<file path="src/rtl/cm_arb_key.sv">
// Keyed min/max arbiter feeding one registered valid/ready output slot.
// Optional packet lock (IDLE/LOCK FSM, last ports) under `CM_ARB_KEY_PKT_LOCK_EN.
package cm_pkg;
  typedef enum logic {
    ARB_MIN = 1'b0,
    ARB_MAX = 1'b1
  } t_arb_algo;
endpackage

module cm_arb_key #(
  parameter int                REQ_CNT  = 4,
  parameter int                KEY_W    = 8,
  parameter int                DATA_W   = 32,
  parameter cm_pkg::t_arb_algo ARB_ALGO = cm_pkg::ARB_MIN,
  localparam int               IDX_W    = $clog2(REQ_CNT)
) (
  input  logic                            clk,
  input  logic                            rst,
  input  logic [REQ_CNT-1:0]              i_req_vld,
  input  logic [REQ_CNT-1:0][KEY_W-1:0]   i_req_key,
  input  logic [REQ_CNT-1:0][DATA_W-1:0]  i_req_data,
`ifdef CM_ARB_KEY_PKT_LOCK_EN
  input  logic [REQ_CNT-1:0]              i_req_last,
`endif
  output logic [REQ_CNT-1:0]              o_req_rdy,
  output logic                            o_vld,
  output logic [DATA_W-1:0]               o_data,
  output logic [IDX_W-1:0]                o_idx,
`ifdef CM_ARB_KEY_PKT_LOCK_EN
  output logic                            o_last,
`endif
  input  logic                            i_rdy
);

  localparam logic [IDX_W:0]   CNT_W    = (IDX_W+1)'(REQ_CNT);
  localparam logic [IDX_W-1:0] LAST_IDX = IDX_W'(REQ_CNT - 1);

  logic [IDX_W-1:0]              ptr_reg;
  logic                          load;
  logic                          found;
  logic                          grant;
  logic [IDX_W-1:0]              win_idx;
  logic [KEY_W-1:0]              best_key;
  logic [REQ_CNT-1:0]            cand;
  logic [REQ_CNT-1:0][IDX_W-1:0] scan_idx;

  function automatic logic better(input logic [KEY_W-1:0] a, input logic [KEY_W-1:0] b);
    return (ARB_ALGO == cm_pkg::ARB_MAX) ? (a > b) : (a < b);
  endfunction

  function automatic logic [IDX_W-1:0] next_idx(input logic [IDX_W-1:0] i);
    return (i == LAST_IDX) ? '0 : i + IDX_W'(1);
  endfunction

  assign load  = !o_vld || i_rdy;
  assign grant = !rst && load && found;

  // scan_idx[k] is the k-th requester visited starting from ptr, with wrap
  generate
    for (genvar gi = 0; gi < REQ_CNT; gi++) begin : g_scan
      logic [IDX_W:0] sum;
      assign sum          = {1'b0, ptr_reg} + (IDX_W+1)'(gi);
      assign scan_idx[gi] = (sum >= CNT_W) ? IDX_W'(sum - CNT_W) : sum[IDX_W-1:0];
    end
  endgenerate

`ifdef CM_ARB_KEY_PKT_LOCK_EN
  typedef enum logic {IDLE, LOCK} t_lock_state;
  t_lock_state        state_reg;
  logic [IDX_W-1:0]   lock_idx_reg;
  logic [REQ_CNT-1:0] lock_mask;

  always_comb begin
    lock_mask               = '0;
    lock_mask[lock_idx_reg] = 1'b1;
  end
  assign cand = (state_reg == LOCK) ? (i_req_vld & lock_mask) : i_req_vld;
`else
  assign cand = i_req_vld;
`endif

  // Strict improvement only, so the earliest index in scan order keeps a tie
  always_comb begin
    found    = 1'b0;
    win_idx  = '0;
    best_key = '0;
    for (int k = 0; k < REQ_CNT; k++) begin
      if (cand[scan_idx[k]] && (!found || better(i_req_key[scan_idx[k]], best_key))) begin
        found    = 1'b1;
        win_idx  = scan_idx[k];
        best_key = i_req_key[scan_idx[k]];
      end
    end
  end

  always_comb begin
    o_req_rdy = '0;
    if (grant) o_req_rdy[win_idx] = 1'b1;
  end

  always_ff @(posedge clk) begin
    if (rst) begin
      o_vld        <= 1'b0;
      o_data       <= '0;
      o_idx        <= '0;
      ptr_reg      <= '0;
`ifdef CM_ARB_KEY_PKT_LOCK_EN
      o_last       <= 1'b0;
      state_reg    <= IDLE;
      lock_idx_reg <= '0;
`endif
    end else if (load) begin
      o_vld <= found;
      if (found) begin
        o_data <= i_req_data[win_idx];
        o_idx  <= win_idx;
`ifdef CM_ARB_KEY_PKT_LOCK_EN
        o_last <= i_req_last[win_idx];
        if (state_reg == LOCK) begin
          if (i_req_last[win_idx]) begin
            state_reg <= IDLE;
            ptr_reg   <= next_idx(lock_idx_reg);
          end
        end else begin
          ptr_reg <= next_idx(win_idx);
          if (!i_req_last[win_idx]) begin
            state_reg    <= LOCK;
            lock_idx_reg <= win_idx;
          end
        end
`else
        ptr_reg <= next_idx(win_idx);
`endif
      end
    end
  end

endmodule

</file>
<file path="config.mk">
export PLATFORM = sky130hd
export DESIGN_NAME = cm_arb_key
export DESIGN_NICKNAME = d
export VERILOG_FILES = /design/src/rtl/cm_arb_key.sv
export SDC_FILE = /design/constraint.sdc
export NUM_CORES = 1
export LEC_CHECK = 0
export CORE_ASPECT_RATIO = 0.5
export CORE_MARGIN = 2
export CORE_UTILIZATION = 40
export CTS_CLUSTER_SIZE = 28
export DETAILED_ROUTE_END_ITERATION = 16
export PLACE_DENSITY = 0.7
export SLEW_MARGIN = 20
export SYNTH_ARGS = -nofsm -noshare
export SYNTH_HDL_FRONTEND = slang
export SYNTH_SLANG_ARGS = --single-unit
</file>
<file path="constraint.sdc">
create_clock -name clk -period 22.4 [get_ports clk]
set_input_delay 5.6 -clock clk [delete_from_list [all_inputs] [get_ports clk]]
set_output_delay 5.6 -clock clk [all_outputs]
set_load 0.01 [all_outputs]
</file>
==> summary.txt <==
CTS
  – Clock buffers created by TritonCTS: 5
  – Post-CTS setup buffers: 0
  – Clk_lat worst skew: between 200 and 300 ps
  – Deepest clock path buffer count: 2
  – Clk root buf: clkbuf_16
  – CTS clk-pin slew, worst paths: roughly 60 ps
  – CTS Hold Bufs: 0
  – Clk sink count: 37
  – H-tree levels: 2
  – CTS tree: done
  – Post-CTS sizing: 0

Yosys
  – FF+latch count, synth: 37
  – Area fraction of the dominant cell type after synthesis: 0.1106
  – Largest family of logic cells by synthesized area: compound AO/OA/AOI/OAI gates
  – Compound-Gate Fraction of Synth Area: 0.4143
  – Leading area contributor after synthesis: dfxtp_1
  – Sequential share of the synthesized area: 0.1106
  – Mux contribution to synthesized area: 0.2042
  – Synth Area in Simple Gates: 0.1229
  – Post-Synthesis Cells: approximately 860
  – Synth Area in XOR/XNOR: 0
  – Share of flip-flops with an asynchronous set or reset: 0
  – Number of enable flip-flop cells after synthesis: 0
  – Post-Synth Adder-Cell Area: 0.04670
  – Primary FF master, synth: dfxtp_1
  – Synth Warn #: 0
  – Post-synth cell types: 53
  – Synthesized cell area: 6698 um2
  – Largest cells by area after synthesis: dfxtp_1 11%, mux2i_1 11%, a21oi_1 6.8%, mux4_2 6.7%, o221a_2 6.4%
  – Post-synthesis average cell area: about 7.8 um2
  – Syn_nets: around 1100

Worst setup path
  – Required @ worst endpoint: 16800 ps
  – Startpoint types: input port
  – Critical path class: in2out
  – Largest stage delay, worst path: around 830 ps
  – Critical Path Slowest Stage Cell: a21oi_1
  – Crit path DAT: about 15000 ps
  – Critical Path End Type: primary output
  – Max Fanout on Critical Path: 65

Timing
  – Tcrit/Tclk final: 0.8993
  – Setup violators final: 0
  – Clock skew: between 8 and 9 ps
  – Fin. Hold Viols: 0
  – Hold slack: around 460 ps
  – Setup total negative slack: 0 ps
  – Slew Limit Fails: 0
  – Period minus WS final: 20140 ps
  – Worst-margin pin slew: between 1000 and 1500 ps
  – Slew HR: 0.2918
  – FMAX: around 50 MHz
  – Unrepaired setup endpoints after global routing: false

Routing
  – DR iter-0 viols: approximately 640
  – Via Count: 7508
  – Drt total wl: between 20000 and 25000 um
  – 1st-pass router iterations: 5
  – Wire per inst: ~19 um
  – Via density: approximately 6.1
  – DRC: 0
  – DRT antenna net count: 0

Floorplanning
  – Die ar.: ~18000 um2
  – Initial Utilization: 0.4086
  – Die span in y: 95.50 um
  – # IOs: around 210
  – CORE AREA: about 16000 um2
  – Standard-cell row count: 33
  – Die Wd: 187 um

Global routing
  – GRT overflow: 0
  – Largest net degree at the start of global routing: just over 90
  – First-pass GRT wire length: between 30000 and 40000 um
  – Initial antenna violation count: 0
  – GRT Total Usage: 0.2448
  – Number of global-route vias before repair: 6826

Finish
  – Largest register FFs: 32
  – Ant diodes: 0
  – Area Growth Syn to Fin: 32.99%
  – Filler cells: 1503
  – Total Nets Final: 1190
  – FF/Latch Area: 745.7 um2
  – Ratio of cells with drive above 1 in the final layout: 0.1391
  – Area of the multi-input gates: ~5300 um2
  – Final Cell Area: 8907 um2

Power
  – VDD IR-drop max: 0.1446 mV
  – Power Dens Cells: about 170 nW/um2
  – LEAKAGE: roughly 3.4 nW

Placed design
  – DP HPWL: approximately 16000 um
  – GP Congestion: 0.8848
  – Placed Instance Area: ~8700 um2
  – Count of input and output buffers: roughly 210

Run
  – Max-cap violations: 0

Status
  – Status: complete, no violations

Min path
  – HP Class: reg2reg
==> routing by layer <==
metal	track usage	routed length, um	part of all wire
met3	0.03202	1156	0.051
met4	0.08003	528	0.023
met2	0.4154	10880	0.48
met1	0.3256	10300	0.45
met5	0	0	0
==> path summary, 6_finish.rpt <==
kind           startpoint            to  slack, ps  depth (start not counted)
max          i_req_vld[3]  o_req_rdy[2]       2260                         28
min            o_data[30]    o_data[30]        460                          2
min reg2reg    o_data[30]    o_data[30]        460                          2
max reg2reg    ptr_reg[1]    o_data[27]      12220                         26
==> critical path, delay by kind of cell <==
| kind | cells | cell delay, ps |
|---|---|---|
| adders and majority gates | 4 | 1070 |
| AOI/OAI and AO/OA | 14 | 4230 |
| and+or+nand+nor | 5 | 1800 |
| buffers and inverters | 3 | 1040 |
| muxes | 2 | 720 |
==> stage by stage <==
step                      power (mW)  utilization  instances  setup slack, ps
after floorplan                1.120            -        863             4712
after global placement         1.365       0.5327       1218             2274
after detailed placement       1.391       0.5327       1218             2028
after CTS                      1.479       0.5429       1226             2001
after global routing           1.605       0.5434       1226             1667
final                          1.483       0.5434       1226             2256
==> kinds of logic after synthesis <==
group,Yosys count
buffers and inverters,157
AOI/OAI and AO/OA,337
DFF,37
and+or+nand+nor,199
muxes,108
adders and majority gates,25
==> cells in the mapped netlist, drive strengths merged, types with 20 or more instances <==
cell type and instances:
inv 69, clkbuf 61, nor2 88, o2111ai 32, mux2i 75, o211ai 42, a21oi 91, mux4 20
buf 26, a211oi 38, ha 25, nand2 87, dfxtp 37, o221a 64, a211o 34
==> cell type report <==
class / instances / share of cell area
clock buffer: 8 / 0.01882
multi-input combinational: 669 / 0.5969
sequential: 37 / 0.08372
tap: 227 / 0.03189
inverter: 70 / 0.02950
timing repair buffer: 215 / 0.2392
==> report_power, final <==
group / internal (mW) / total [mW] / switching [mW]
clock: 0.0512 / 0.0808 / 0.0296
sequential: 0.0937 / 0.126 / 0.0323
combinational: 0.500 / 1.28 / 0.775
total: 0.645 / 1.48 / 0.837
==> placed cells by master, fill, tap and decap left out, types with 32 or more instances in the layout <==
cell             count
a211o_1             33
a211oi_1            37
a21oi_1             90
clkdlybuf4s50_1    205
dfxtp_1             35
inv_1               68
mux2i_1             73
nand2_1             87
nor2_1              86
o2111ai_1           32
o211ai_2            32
o221a_2             38
No activity file was read; power rests on OpenSTA's default activity.
